==> src/rtl/axis_pkt_fifo_pkg.sv <==
// Shared definitions for the AXI-Stream packet FIFO: parameter defaults and
// the write-side mode encoding.
package axis_pkt_fifo_pkg;

  localparam int AXIS_PKT_FIFO_DATA_WIDTH = 16;
  localparam int AXIS_PKT_FIFO_ADDR_WIDTH = 8;

  // Write side either stores beats or silently swallows an oversized packet.
  typedef enum logic {
    WR_STORE = 1'b0,
    WR_DROP  = 1'b1
  } wr_mode_e;

endpackage

==> src/rtl/axis_skid.sv <==
// One-entry skid buffer with a registered AXI-Stream output. The output
// register holds its payload while stalled; a second register catches the
// beat already in flight when the stall begins, so s_ready_o is registered
// and throughput stays at one beat per cycle.
module axis_skid #(
  parameter int WIDTH = 17
) (
  input  logic             clk,
  input  logic             rst,
  input  logic [WIDTH-1:0] s_data_i,
  input  logic             s_valid_i,
  output logic             s_ready_o,
  output logic [WIDTH-1:0] m_data_o,
  output logic             m_valid_o,
  input  logic             m_ready_i
);

  logic             out_valid_q, out_valid_d;
  logic [WIDTH-1:0] out_data_q, out_data_d;
  logic             skid_valid_q, skid_valid_d;
  logic [WIDTH-1:0] skid_data_q, skid_data_d;
  logic             out_free;

  assign out_free  = ~out_valid_q | m_ready_i;
  assign s_ready_o = ~skid_valid_q;
  assign m_valid_o = out_valid_q;
  assign m_data_o  = out_data_q;

  // Next state: refill the output from the skid first, else from the input;
  // park the input beat in the skid when the output is stalled.
  always_comb begin
    out_valid_d  = out_valid_q;
    out_data_d   = out_data_q;
    skid_valid_d = skid_valid_q;
    skid_data_d  = skid_data_q;
    if (out_free) begin
      if (skid_valid_q) begin
        out_valid_d  = 1'b1;
        out_data_d   = skid_data_q;
        skid_valid_d = 1'b0;
      end else begin
        out_valid_d = s_valid_i;
        if (s_valid_i) out_data_d = s_data_i;
      end
    end else if (s_valid_i && !skid_valid_q) begin
      skid_valid_d = 1'b1;
      skid_data_d  = s_data_i;
    end
  end

  // Valid flags are reset; payload registers need no reset.
  always_ff @(posedge clk) begin
    if (rst) begin
      out_valid_q  <= 1'b0;
      skid_valid_q <= 1'b0;
    end else begin
      out_valid_q  <= out_valid_d;
      skid_valid_q <= skid_valid_d;
    end
  end

  // Payload registers.
  always_ff @(posedge clk) begin
    out_data_q  <= out_data_d;
    skid_data_q <= skid_data_d;
  end

endmodule

==> src/rtl/axis_pkt_fifo.sv <==
// Store-and-forward AXI-Stream packet FIFO.
// Handshake: a beat transfers on a rising edge where valid & ready are both
// high; valid never waits on ready, and payload holds while valid & ~ready.
// Beats are written at wr_ptr; the read side only sees data up to commit_ptr,
// which jumps forward when a tlast beat is stored. Storage is released
// (rd_ptr) only when a beat leaves on m_*, while fetch_ptr runs ahead to
// prefetch into the memory read register and the output skid.
module axis_pkt_fifo
  import axis_pkt_fifo_pkg::*;
#(
  parameter int DATA_WIDTH = AXIS_PKT_FIFO_DATA_WIDTH,
  parameter int ADDR_WIDTH = AXIS_PKT_FIFO_ADDR_WIDTH
) (
  input  logic                  clk,
  input  logic                  rst,
  input  logic [DATA_WIDTH-1:0] s_tdata,
  input  logic                  s_tlast,
  input  logic                  s_tvalid,
  output logic                  s_tready,
  output logic [DATA_WIDTH-1:0] m_tdata,
  output logic                  m_tlast,
  output logic                  m_tvalid,
  input  logic                  m_tready,
  output logic                  drop,
  output logic [ADDR_WIDTH:0]   pkt_count
);

  localparam int              PW      = ADDR_WIDTH + 1;
  localparam int              DEPTH_N = 1 << ADDR_WIDTH;
  localparam logic [PW-1:0]   DEPTH_P = {1'b1, {ADDR_WIDTH{1'b0}}};
  localparam logic [PW-1:0]   ONE     = {{ADDR_WIDTH{1'b0}}, 1'b1};

  wr_mode_e        mode_q, mode_d;
  logic [PW-1:0]   wr_ptr_q, wr_ptr_d;
  logic [PW-1:0]   commit_ptr_q, commit_ptr_d;
  logic [PW-1:0]   rd_ptr_q, rd_ptr_d;
  logic [PW-1:0]   fetch_ptr_q, fetch_ptr_d;
  logic [PW-1:0]   pkt_count_q, pkt_count_d;
  logic            drop_q, drop_d;
  logic            rd_valid_q, rd_valid_d;

  logic [DATA_WIDTH:0] mem_q [DEPTH_N];
  logic [DATA_WIDTH:0] rdata_q;
  logic [DATA_WIDTH:0] out_payload;

  logic full, oversize, dropping, s_fire, wr_en, commit;
  logic empty, skid_in_ready, pop, fetch, m_fire, last_out;

  // The in-progress packet alone occupies every slot: it can never commit.
  assign full     = (wr_ptr_q - rd_ptr_q) == DEPTH_P;
  assign oversize = full && ((wr_ptr_q - commit_ptr_q) == DEPTH_P);

  // Write-mode state register.
  always_ff @(posedge clk) begin
    if (rst) mode_q <= WR_STORE;
    else     mode_q <= mode_d;
  end

  // Write-mode next state: enter drop on an oversized packet, leave on its tlast.
  always_comb begin
    mode_d = mode_q;
    case (mode_q)
      WR_STORE: if (oversize) mode_d = WR_DROP;
      WR_DROP:  if (s_fire && s_tlast) mode_d = WR_STORE;
      default:  mode_d = WR_STORE;
    endcase
  end

  // Write-mode outputs: accept everything while dropping, but store nothing.
  always_comb begin
    dropping = (mode_q == WR_DROP);
    s_tready = ~full | dropping;
    s_fire   = s_tvalid & s_tready;
    wr_en    = s_fire & ~dropping;
    commit   = wr_en & s_tlast;
  end

  // Read-side control: prefetch committed beats into the read register and
  // let them advance whenever the skid can take them.
  always_comb begin
    empty    = (fetch_ptr_q == commit_ptr_q);
    pop      = rd_valid_q & skid_in_ready;
    fetch    = ~empty & (~rd_valid_q | pop);
    m_fire   = m_tvalid & m_tready;
    last_out = m_fire & m_tlast;
  end

  // Pointer and counter next state.
  always_comb begin
    wr_ptr_d     = wr_ptr_q;
    commit_ptr_d = commit_ptr_q;
    rd_ptr_d     = rd_ptr_q;
    fetch_ptr_d  = fetch_ptr_q;
    pkt_count_d  = pkt_count_q;
    drop_d       = 1'b0;
    rd_valid_d   = fetch | (rd_valid_q & ~pop);
    if ((mode_q == WR_STORE) && oversize) begin
      wr_ptr_d = commit_ptr_q;
      drop_d   = 1'b1;
    end else if (wr_en) begin
      wr_ptr_d = wr_ptr_q + ONE;
    end
    if (commit) commit_ptr_d = wr_ptr_q + ONE;
    if (fetch)  fetch_ptr_d  = fetch_ptr_q + ONE;
    if (m_fire) rd_ptr_d     = rd_ptr_q + ONE;
    case ({commit, last_out})
      2'b10:   pkt_count_d = pkt_count_q + ONE;
      2'b01:   pkt_count_d = pkt_count_q - ONE;
      default: pkt_count_d = pkt_count_q;
    endcase
  end

  // Control registers; reset discards every stored and partial packet.
  always_ff @(posedge clk) begin
    if (rst) begin
      wr_ptr_q     <= '0;
      commit_ptr_q <= '0;
      rd_ptr_q     <= '0;
      fetch_ptr_q  <= '0;
      pkt_count_q  <= '0;
      drop_q       <= 1'b0;
      rd_valid_q   <= 1'b0;
    end else begin
      wr_ptr_q     <= wr_ptr_d;
      commit_ptr_q <= commit_ptr_d;
      rd_ptr_q     <= rd_ptr_d;
      fetch_ptr_q  <= fetch_ptr_d;
      pkt_count_q  <= pkt_count_d;
      drop_q       <= drop_d;
      rd_valid_q   <= rd_valid_d;
    end
  end

  // Simple dual-port storage with a registered, enabled read port.
  always_ff @(posedge clk) begin
    if (wr_en) mem_q[wr_ptr_q[ADDR_WIDTH-1:0]] <= {s_tdata, s_tlast};
    if (fetch) rdata_q <= mem_q[fetch_ptr_q[ADDR_WIDTH-1:0]];
  end

  axis_skid #(
    .WIDTH(DATA_WIDTH + 1)
  ) u_skid (
    .clk       (clk),
    .rst       (rst),
    .s_data_i  (rdata_q),
    .s_valid_i (rd_valid_q),
    .s_ready_o (skid_in_ready),
    .m_data_o  (out_payload),
    .m_valid_o (m_tvalid),
    .m_ready_i (m_tready)
  );

  assign m_tdata   = out_payload[DATA_WIDTH:1];
  assign m_tlast   = m_tvalid & out_payload[0];
  assign drop      = drop_q;
  assign pkt_count = pkt_count_q;

endmodule

==> config.mk <==
export PLATFORM = sky130hd
export DESIGN_NAME = axis_pkt_fifo
export DESIGN_NICKNAME = d
export VERILOG_FILES = /design/src/rtl/axis_pkt_fifo_pkg.sv /design/src/rtl/axis_skid.sv /design/src/rtl/axis_pkt_fifo.sv
export SDC_FILE = /design/constraint.sdc
export NUM_CORES = 2
export LEC_CHECK = 0
export CORE_UTILIZATION = 30
export DETAILED_ROUTE_END_ITERATION = 10
export GPL_TIMING_DRIVEN = 0
export MAX_ROUTING_LAYER = met4
export PLACE_DENSITY = 0.49
export SYNTH_ARGS = -nofsm -noshare
export SYNTH_HDL_FRONTEND = slang
export SYNTH_HIERARCHICAL = 1
export SYNTH_MEMORY_MAX_BITS = 65536
export SYNTH_SLANG_ARGS = --single-unit
==> constraint.sdc <==
create_clock -name clk -period 12.21 [get_ports clk]
set_input_delay 2.442 -clock clk [delete_from_list [all_inputs] [get_ports clk]]
set_output_delay 2.442 -clock clk [all_outputs]
set_load 0.1 [all_outputs]
==> impl_metrics.json <==
{
  "crit_path_max_incr_delay_ps": 960,
  "worstSetupEndpointType": "flop",
  "synth_seq_cells": 4453,
  "die_y_microns": 758,
  "timing.fmax_mhz": 136,
  "dpl-instance-area_sq_um": 189000,
  "required_ps": 12870,
  "ys_warn_count": 6,
  "rr_endpoint": "rdata_q[15]$_DFFE_PP_",
  "worst-setup-path-type": "reg -> reg",
  "drt_iter0_drc": 16397,
  "cts_root_buf": "clkbuf_16",
  "r2r-start": "fetch_ptr_q[1]$_SDFFE_PP0P_",
  "path_cells": "buf_4 > buf_2 > buf_2 > buf_2 > buf_1 > buf_2 > mux4_2 > mux2i_1 > nor2_1 > nor4_1 > nor3_1",
  "syn-cell-area_sq_um": 171000,
  "worst_clock_skew_ps": 72.3,
  "crit_top_cell": "buf_2",
  "power_density_nw_per_um2": 208,
  "io_pins": 50,
  "std_cell_rows": 277,
  "synth.net_count": 7209,
  "yosysSeqAreaShare_pct": 77.8,
  "max_slew_margin_pct": -30.5,
  "grt_usage_pct": 24.7,
  "fill_cells": 51481,
  "antenna_found_initial": 102,
  "period_share_pct": 60.2,
  "yosys-top-cells-area": "edfxtp_1 77%, mux4_2 18%, nor2_1 0.69%, dfxtp_1 0.58%, clkbuf_1 0.40%",
  "syn_to_final_growth_pct": 19.0,
  "core_area_sq_um": 569000,
  "fp.dieW_microns": 758,
  "route.detailed.drc": 0,
  "dpl.hpwl_microns": 477000,
  "final_cell_mix": "4,403 x edfxtp_1, 1,351 x mux4_2, 469 x clkbuf_16",
  "synth_edf_count": 4403,
  "grt_pass1_wl_microns": 891000,
  "reg2reg_slack_ps": 4860,
  "holdCritStartpoint": "rdata_q[10]$_DFFE_PP_",
  "htreeDepth": 5,
  "holdPathEnd": "u_skid/skid_data_q[10]$_DFFE_PP_",
  "status": "finished, violations left",
  "cts_tree": "yes",
  "wire_per_inst_microns": 44.1,
  "ir_worst_vdd_mv": 0.162,
  "vias": 90651,
  "synth_top_area_cell": "edfxtp_1",
  "ant_nets": 0,
  "tightest_slew_ps": 1960,
  "critPathSlowestCell": "buf_2",
  "die-area_sq_um": 574000,
  "final_util_pct": 35.8,
  "grt_max_degree": 157,
  "clock_sinks": 4453,
  "syn-instance-count": 7163,
  "leakagePower_nw": 61.0,
  "cts_buffer_depth": 4,
  "drive_gt1_share_pct": 34.5,
  "synth.distinct_cells": 65,
  "async_flop_share_pct": 0,
  "portBuffers": 49,
  "synth_ff_type": "edfxtp_1",
  "final_area_sq_um": 204000,
  "worst_slack_ps": 4860,
  "final_common_cell": "edfxtp_1",
  "wl_microns": 703000,
  "cap_violations": 8,
  "cts_hold_buf": 0,
  "syn_area_per_cell_sq_um": 23.9,
  "finalSetupViolCount": 0,
  "crit_fanout": 10,
  "min_path_type": "reg -> reg",
  "hold_viol_final": 0,
  "critPathLaunchType": "flop",
  "cts_setup_buffers": 0,
  "worstSkewPairLatency_ps": 1060,
  "cts-resized-gates": 0,
  "clk_pin_slew_worst_paths_ps": 60,
  "cts_buffers": 464,
  "hold_depth": 0,
  "fin_setup_tns_ps": 0,
  "maxSlewViolCount": 85,
  "grt_pass1_vias": 85222,
  "place_congestion": 0.997,
  "r2r_cells": 11,
  "synth.top_cell.area_share_pct": 77.2,
  "layout_min_cycle_time_ps": 7350,
  "post-place-ws_ps": 4620,
  "grt_overflow": 0,
  "vias_per_cell": 5.69,
  "rsz0062_at_grt": "false",
  "crit_arrival_ps": 8000,
  "fin_total_pwr_mw": 42.3,
  "initial_core_util_pct": 30.1,
  "dr.pass1.iters": 6,
  "nNetsFinal": 7973,
  "failed_checks": "max-capacitance violations, max-slew violations"
}
[synth_stat cells (9+ instances only)]
cell type  instances
nand2_1           70
dfxtp_1           50
buf_1             44
a31oi_1           10
buf_2            129
buf_6             20
nor3_1            32
o21ai_1            9
a221oi_1          18
o21ai_0           30
or3_1             17
mux2i_1           35
buf_4             30
nor2_1           313
a22oi_1           43
mux4_2          1351
edfxtp_1        4403
inv_1             21
o22ai_1            9
nand4b_1          10
xnor2_1           30
a22o_1            18
nand3_1           31
xor2_1            20
nor4_1             9
ha_1              25
mux2_4            17
nor2b_1           13
a21oi_1           66
nand2b_1          12
nand4_1           12
clkbuf_1         184
[critical path, delay by kind of cell (launching register included)]
kind	cells	cell delay [ps]
buffers and inverters	6	4330
flip-flops	1	380
multiplexers	2	760
AND/OR/NAND/NOR	3	1360
[kinds of logic (layout without fill, tap and decap cells)]
kind of cell             Yosys count  in the layout  synth area share (%)
AO/OA/AOI/OAI                    248            248                 0.992
XOR/XNOR                          50             50                 0.256
flip-flops                      4453           4453                  77.8
AND/OR/NAND/NOR                  551            551                  1.44
buffers and inverters            429           1582                  1.19
multiplexers                    1407           1407                  18.1
adder cells (fa/ha/maj)           25             25                 0.183
other                              0             96                     0
[area by class of cell]
type / instances / area [sq um] / share of cell area (%)
Sequential cell: 4453 / 133000 / 65.4
Multi-Input combinational cell: 2281 / 37800 / 18.5
Clock buffer: 583 / 12200 / 5.97
Tap cell: 7533 / 9430 / 4.62
Timing Repair Buffer: 298 / 6050 / 2.97
Clock inverter: 272 / 2700 / 1.32
Buffer: 407 / 2140 / 1.05
Antenna cell: 96 / 240 / 0.118
Inverter: 22 / 82.6 / 0.0405
[state kept, by name (all words and copies together) (netlist names), 9 cells and up]
| register | flops |
|---|---|
| u_skid/m_data_o | 17 |
| pkt_count | 9 |
| fetch_ptr_q | 9 |
| rdata_q | 17 |
| rd_ptr_q | 9 |
| wr_ptr_q | 9 |
| u_skid/skid_data_q | 17 |
| mem_q | 4352 |
| commit_ptr_q | 9 |
[layer usage]
| layer | share of wire [%] | GRT usage (%) |
|---|---|---|
| met2 | 44 | 35.2 |
| met3 | 12 | 7.35 |
| met1 | 39 | 32.4 |
| met4 | 5.9 | 12.1 |
| met5 | 0 | - |
[worst max path at each step]
| stage | from | end | slack, ps | cells past startpoint |
|---|---|---|---|---|
| 2_1_floorplan | s_tlast | pkt_count[8]$_SDFFE_PP0P_ | 6420 | 15 |
| 3_3_place_gp | s_tlast | pkt_count[8]$_SDFFE_PP0P_ | -860 | 16 |
| 3_5_place_dp | s_tlast | pkt_count[8]$_SDFFE_PP0P_ | 4620 | 17 |
| 4_1_cts | fetch_ptr_q[1]$_SDFFE_PP0P_ | rdata_q[5]$_DFFE_PP_ | 5260 | 11 |
| 5_1_grt | fetch_ptr_q[1]$_SDFFE_PP0P_ | rdata_q[5]$_DFFE_PP_ | 5140 | 11 |
| 6_report | fetch_ptr_q[1]$_SDFFE_PP0P_ | rdata_q[15]$_DFFE_PP_ | 4860 | 11 |
[stage by stage]
stage | hold WS [ps] | std cells
after floorplan | 427 | 7163
after global placement | 439 | 14745
after detailed placement | 440 | 14993
after CTS | 454 | 15848
after global routing | 467 | 15923
final | 456 | 15945
[power by group]
group	internal [mW]	total, mW	switching [mW]
logic	3.74	11.1	7.40
clock network	7.92	14.1	6.19
registers	17.0	17.1	0.0692
total	28.6	42.3	13.7
Power figures use the tool's default switching activity.
